$ cat src/rtl/stream_serializer.sv
// Parallel-in, serial-out converter: one Depth-word vector in, Depth words out, slice Depth-1 first.
// Define STREAM_SERIALIZER_FLUSH_EN to add a synchronous, active-high flush_i input.
module stream_serializer #(
    parameter int Width = 16,
    parameter int Depth = 4
) (
    input  logic                   clk_i,
    input  logic                   rst_n_i,
`ifdef STREAM_SERIALIZER_FLUSH_EN
    input  logic                   flush_i,
`endif
    input  logic                   s_valid_i,
    output logic                   s_ready_o,
    input  logic [Width*Depth-1:0] s_data_i,
    input  logic                   s_last_i,
    output logic                   m_valid_o,
    input  logic                   m_ready_i,
    output logic [Width-1:0]       m_data_o,
    output logic                   m_last_o
);

    localparam int              CntW    = (Depth > 1) ? $clog2(Depth) : 1;
    localparam logic [CntW-1:0] LastIdx = CntW'(Depth - 1);

    typedef enum logic {
        IDLE,
        SHIFT
    } state_e;

    state_e                 state_q, state_d;
    logic [Width*Depth-1:0] vec_q, vec_d;
    logic                   lst_q, lst_d;
    logic [CntW-1:0]        cnt_q, cnt_d;
    logic [Width-1:0]       data_q, data_d;
    logic                   flush;
    logic                   cnt_zero;
    logic                   in_xfer;
    logic                   out_xfer;

`ifdef STREAM_SERIALIZER_FLUSH_EN
    assign flush = flush_i;
`else
    assign flush = 1'b0;
`endif

    assign cnt_zero  = (cnt_q == '0);
    assign m_valid_o = (state_q == SHIFT);
    assign m_data_o  = data_q;
    assign m_last_o  = m_valid_o & lst_q & cnt_zero;
    // A new vector may enter in the same cycle the final word of the current one leaves.
    assign s_ready_o = ~flush & ((state_q == IDLE) | (m_valid_o & cnt_zero & m_ready_i));
    assign in_xfer   = s_valid_i & s_ready_o;
    assign out_xfer  = m_valid_o & m_ready_i;

    always_comb begin
        // NOTE: every next-state signal gets its hold value first, so no path can infer a latch.
        state_d = state_q;
        vec_d   = vec_q;
        lst_d   = lst_q;
        cnt_d   = cnt_q;
        data_d  = data_q;
        if (flush) begin
            state_d = IDLE;
            cnt_d   = '0;
        end else if (in_xfer) begin
            state_d = SHIFT;
            vec_d   = s_data_i;
            lst_d   = s_last_i;
            cnt_d   = LastIdx;
            data_d  = s_data_i[(Depth-1)*Width +: Width];
        end else if (out_xfer) begin
            if (cnt_zero) begin
                state_d = IDLE;
            end else begin
                cnt_d  = cnt_q - 1'b1;
                data_d = vec_q[int'(cnt_d)*Width +: Width];
            end
        end
    end

    // NOTE: control and output registers take non-blocking updates under the asynchronous reset.
    always_ff @(posedge clk_i or negedge rst_n_i) begin
        if (!rst_n_i) begin
            state_q <= IDLE;
            cnt_q   <= '0;
            data_q  <= '0;
        end else begin
            state_q <= state_d;
            cnt_q   <= cnt_d;
            data_q  <= data_d;
        end
    end

    // NOTE: the hold register is deliberately not reset; m_valid_o and m_last_o gate its contents.
    always_ff @(posedge clk_i) begin
        vec_q <= vec_d;
        lst_q <= lst_d;
    end

endmodule
$ cat config.mk
export PLATFORM = sky130hd
export DESIGN_NAME = stream_serializer
export DESIGN_NICKNAME = d
export VERILOG_FILES = /design/src/rtl/stream_serializer.sv
export SDC_FILE = /design/constraint.sdc
export NUM_CORES = 1
export LEC_CHECK = 0
export ABC_AREA = 0
export CORE_MARGIN = 4
export CORE_UTILIZATION = 25
export CTS_BUF_LIST = sky130_fd_sc_hd__clkbuf_8
export CTS_CLUSTER_DIAMETER = 200
export CTS_CLUSTER_SIZE = 8
export DETAILED_ROUTE_END_ITERATION = 8
export HOLD_SLACK_MARGIN = 0.03
export PLACE_DENSITY_LB_ADDON = 0.2
export SLEW_MARGIN = 25
export SYNTH_ARGS = -nofsm -noshare
export SYNTH_HDL_FRONTEND = slang
export SYNTH_SLANG_ARGS = --single-unit
$ cat constraint.sdc
create_clock -name clk_i -period 7.2 [get_ports clk_i]
set_input_delay 1.08 -clock clk_i [delete_from_list [all_inputs] [get_ports clk_i]]
set_output_delay 1.08 -clock clk_i [all_outputs]
set_load 0.01 [all_outputs]
After elaboration in Yosys (flattened, before gate mapping)
Index checks and enable logic that the tools add are counted.
W data, S select, Z words.
Word-level totals
  flip-flop bits (word level): 84
  input port bits: 69
  output and inout bits: 19
  word-level logic and storage cells: 30
Cells by class
  $add $sub $neg: 1
  eq/ne operators: 1
  shifts and indexed selects: 1
  muxes and demuxes: 9
  bitwise operators: 8
  reduce and logical (&&, ||, !) cells: 5
Operators with widths (number)
  $shiftx A64 B7 Y16: 1
  $mux W16: 3
  $and A1 B1 Y1: 6
  $mux W2: 3
  $reduce_and A2 Y1: 2
  $reduce_bool A2 Y1: 2
  $mux W1: 3
  $logic_not A2 Y1: 1
  $ne A2 B1 Y1 const B: 1
  $sub A2 B1 Y2 const B: 1
  $not A1 Y1: 1
  $or A1 B1 Y1: 1

Logic depth before layout (Yosys ltp)
  depth in word-level cells: 7
  mapped depth: 8
  mapped depth without buffers: 5

Worst setup path after synthesis
Ideal clock, no wire load.
  path kind: input to register
  start: input port m_ready_i
  end: register lst_q (enable)
  setup time: 0.430 ns
  data arrival time: 2.907 ns
  data required time: 6.770 ns
  setup slack: 3.862 ns
  stages: 3
  path buffers: 1
  cell sequence: a21bo_2 -> buf_2 -> and2_1
On the way
  cells in the longest elaborated chain, start to end: 3
Ends and longest elaborated chain
  start, declared: RTL line 17  | input logic m_ready_i,
  $and A1 B1 Y1: RTL line 51  | assign s_ready_o = ~flush & ((state_q == IDLE) | (m_valid_o & cnt_zero & m_ready_i));
  $or A1 B1 Y1: RTL line 51
  $and A1 B1 Y1: RTL line 52  | assign in_xfer = s_valid_i & s_ready_o;
  net in_xfer: RTL line 37  | logic in_xfer;
  end signal, assigned: RTL line 97  | lst_q <= lst_d;
  end, declared: RTL line 32  | logic lst_q, lst_d;
The timed path passes the listed nets, and every way through them passes these cells.
A chain may end at the register's enable or synchronous reset.

Final worst setup path
  start: input port m_ready_i
  end: output port s_ready_o
On the way
  cells in the longest elaborated chain, start to end: 2
Ends and longest elaborated chain
  $and A1 B1 Y1: RTL line 51
  $or A1 B1 Y1: RTL line 51
  end, declared: RTL line 13  | output logic s_ready_o,
No other way between the ends.

==> flow_summary.ini <==
[drt]
dr.pass1.iters = 4
avgRoutedWirePerCell_um = 16.6
vias = 2089
met3_wirelength_um = 360
antenna_left = 0
route.detailed.drc = 0
wl_met2_um = 4010
highest_layer = met4
avgViaCountPerCell = 4.37
drt_iter0_markers = 150
drt-met1-wl_um = 3400
wl_um = 7940

[worst_setup_path]
start_kind = input pin
cp_top_family = buffers and inverters
endpoint_kind = primary output
path_common_cell = clkdlybuf4s50_1
arrival_ns = 3.11
required_ns = 6.12
path_buf_inv = 2
critPathKind = input pin to primary output
crit_slowest_cell = clkdlybuf4s50_1
max_stage_delay_ns = 0.86
path_cells = clkdlybuf4s50_1 -> a21bo_2 -> clkdlybuf4s50_1
path_max_fanout = 22

[logic_synthesis]
synth_fa_ha_area_share_pct = 0.362
syn_avg_cell_area_um2 = 16.1
syn-num-nets = 284
synth-compound-area-share_pct = 4.02
yosysSeqAreaShare_pct = 70.3
synthArstFlopShare_pct = 22.6
synthMuxAreaShare_pct = 10.4
syn_inst = 214
ys.flop_type = edfxtp_1
synth-edff-count = 65
yosysUniqueCellTypes = 23
synth-simple-area-share_pct = 11.8
synth_warnings = 0
synth_top_family_by_area = simple AND/OR/NAND/NOR gates
synth_area_um2 = 3450
ys_ff_latch = 84
synthXorXnorAreaFrac_pct = 0

[clock_network]
holdBufCountCts = 0
cts.path.max_buffers = 2
htree_num_levels = 3
path_clk_slew_ns = 0.08
postCtsSetupRepairBufs = 0
clk_latency_ns = 0.35
cts_tree = yes
clock-sinks = 84
clockRootBuffer = clkbuf_8
cts_buffers = 9
ctsResizeCount = 0

[global_routing]
grt_pass1_vias = 2365
gr-total-overflow = 0
track_usage_pct = 10.8
grt_max_degree = 66
grt_first_pass_wirelength_um = 12900
antenna_found_initial = 0

[cells_and_area]
nets = 367
final_common_cell = clkdlybuf4s50_1
antenna_cells = 0
layout-drive-gt1-share_pct = 11.3
final_cell_mix = 87 x clkdlybuf4s50_1, 65 x edfxtp_1, 32 x nand3_1
syn_to_final_growth_pct = 34.9

[die]
placementRows = 42
initial_utilization_pct = 25.8
chipWidth_um = 126
die_area_um2 = 15800
core_um2 = 13400
ios = 88
die_h_um = 126

[placement]
dpl.hpwl_um = 5340
gp_congestion = 0.715
io_buffers = 87

[sta]
holdWs_ns = 0.551
finClkSkew_ns = 0.00681
finalWorstPathRequiredPeriod_ns = 4.19
worst_slew_pin_slew_ns = 0.891
fin_crit_sh_pct = 58.2
hold_viol = 0
rsz0062_at_grt = false
fmax_mhz = 239
setup_viol = 0
fin_setup_tns_ns = 0
max-slew-margin-rel_pct = 40.4
slew_violations = 0

[status]
status = finished clean

[power_and_ir_drop]
leakagePower_uw = 0.00166
peakVddDrop_v = 0.000123
powerDensity_nw_per_um2 = 339

[job]
cap_viol_max_count = 0

[hold_path]
min_path_type = flop to flop
## final timing paths
path | startpoint | endpoint | slack, ns | depth (start not counted)
min in group asynchronous | rst_n_i | m_data_o[3]$_DFFE_PN0P_ | 1.23 | 1
worst min register to register | m_data_o[8]$_DFFE_PN0P_ | m_data_o[8]$_DFFE_PN0P_ | 0.55 | 2
worst min-delay path | m_data_o[8]$_DFFE_PN0P_ | m_data_o[8]$_DFFE_PN0P_ | 0.55 | 2
worst max register to register | m_valid_o$_DFFE_PN0P_ | vec_q[52]$_DFFE_PP_ | 4.69 | 3
worst max-delay path | m_ready_i | s_ready_o | 3.01 | 3
max in group asynchronous | rst_n_i | m_data_o[10]$_DFFE_PN0P_ | 5.42 | 1
## flip-flops by register name, summed over array words and instances, names as in the netlist
register	flops
cnt_q	2
m_data_o	16
vec_q	64
m_valid_o	1
lst_q	1
## synthesized netlist by cell type, types with 2 or more instances
cell / count / area share [%]
nand3_1: 32 / 4.6
inv_1: 2 / 0.22
buf_4: 2 / 0.43
edfxtp_1: 65 / 57
dfrtp_1: 19 / 14
clkbuf_1: 5 / 0.54
buf_6: 2 / 0.65
a2bb2oi_1: 2 / 0.51
buf_2: 7 / 1.0
mux4_2: 16 / 10
a31oi_1: 16 / 2.9
nand2_1: 19 / 2.1
and3b_1: 17 / 4.3
## report_power, final
group,internal [uW],switching (uW)
Sequential,625,52.5
Combinational,303,270
Clock,166,163
## tightest hold or removal path: cells and delay by family, from the launching register on
family / cells / cell delay (ns)
simple gates: 1 / 0.07
compound gates: 1 / 0.09
flops: 1 / 0.36
## final cells by class
class                   count  area (um^2)
clock buffers              10          138
clock inverters             6         55.1
fillers                  1305         8740
inverters                   3         11.3
multi-input cells         110          920
flip-flops and latches     84         2430
well taps                 176          220
repair buffers             89          886
## cell families (layout without fill, tap and decap cells)
kind of cell / count (synthesis) / in the layout
buf+inv: 20 / 108
fa+ha+maj: 1 / 1
simple gates: 72 / 72
flops: 84 / 84
mux: 16 / 16
compound gates: 21 / 21
## per-layer routing
metal | track usage [%] | vias to the layer above
li1 | - | 1001
met1 | 13.2 | 1019
met2 | 17.8 | 55
met3 | 2.86 | 14
met4 | 4.78 | 0
met5 | 0 | -
## per-stage QoR
step	area [um^2]	total power (uW)	utilization [%]	setup WS [ns]	instances
final	4660	1580	34.8	3.01	478
after global routing	4660	1700	34.8	2.79	478
after CTS	4660	1620	34.8	2.94	478
after detailed placement	4460	1280	33.3	2.97	462
after global placement	4460	1280	33.3	3.02	462
after floorplan	3450	1050	-	3.86	214
(Power assumes the default switching activity.)
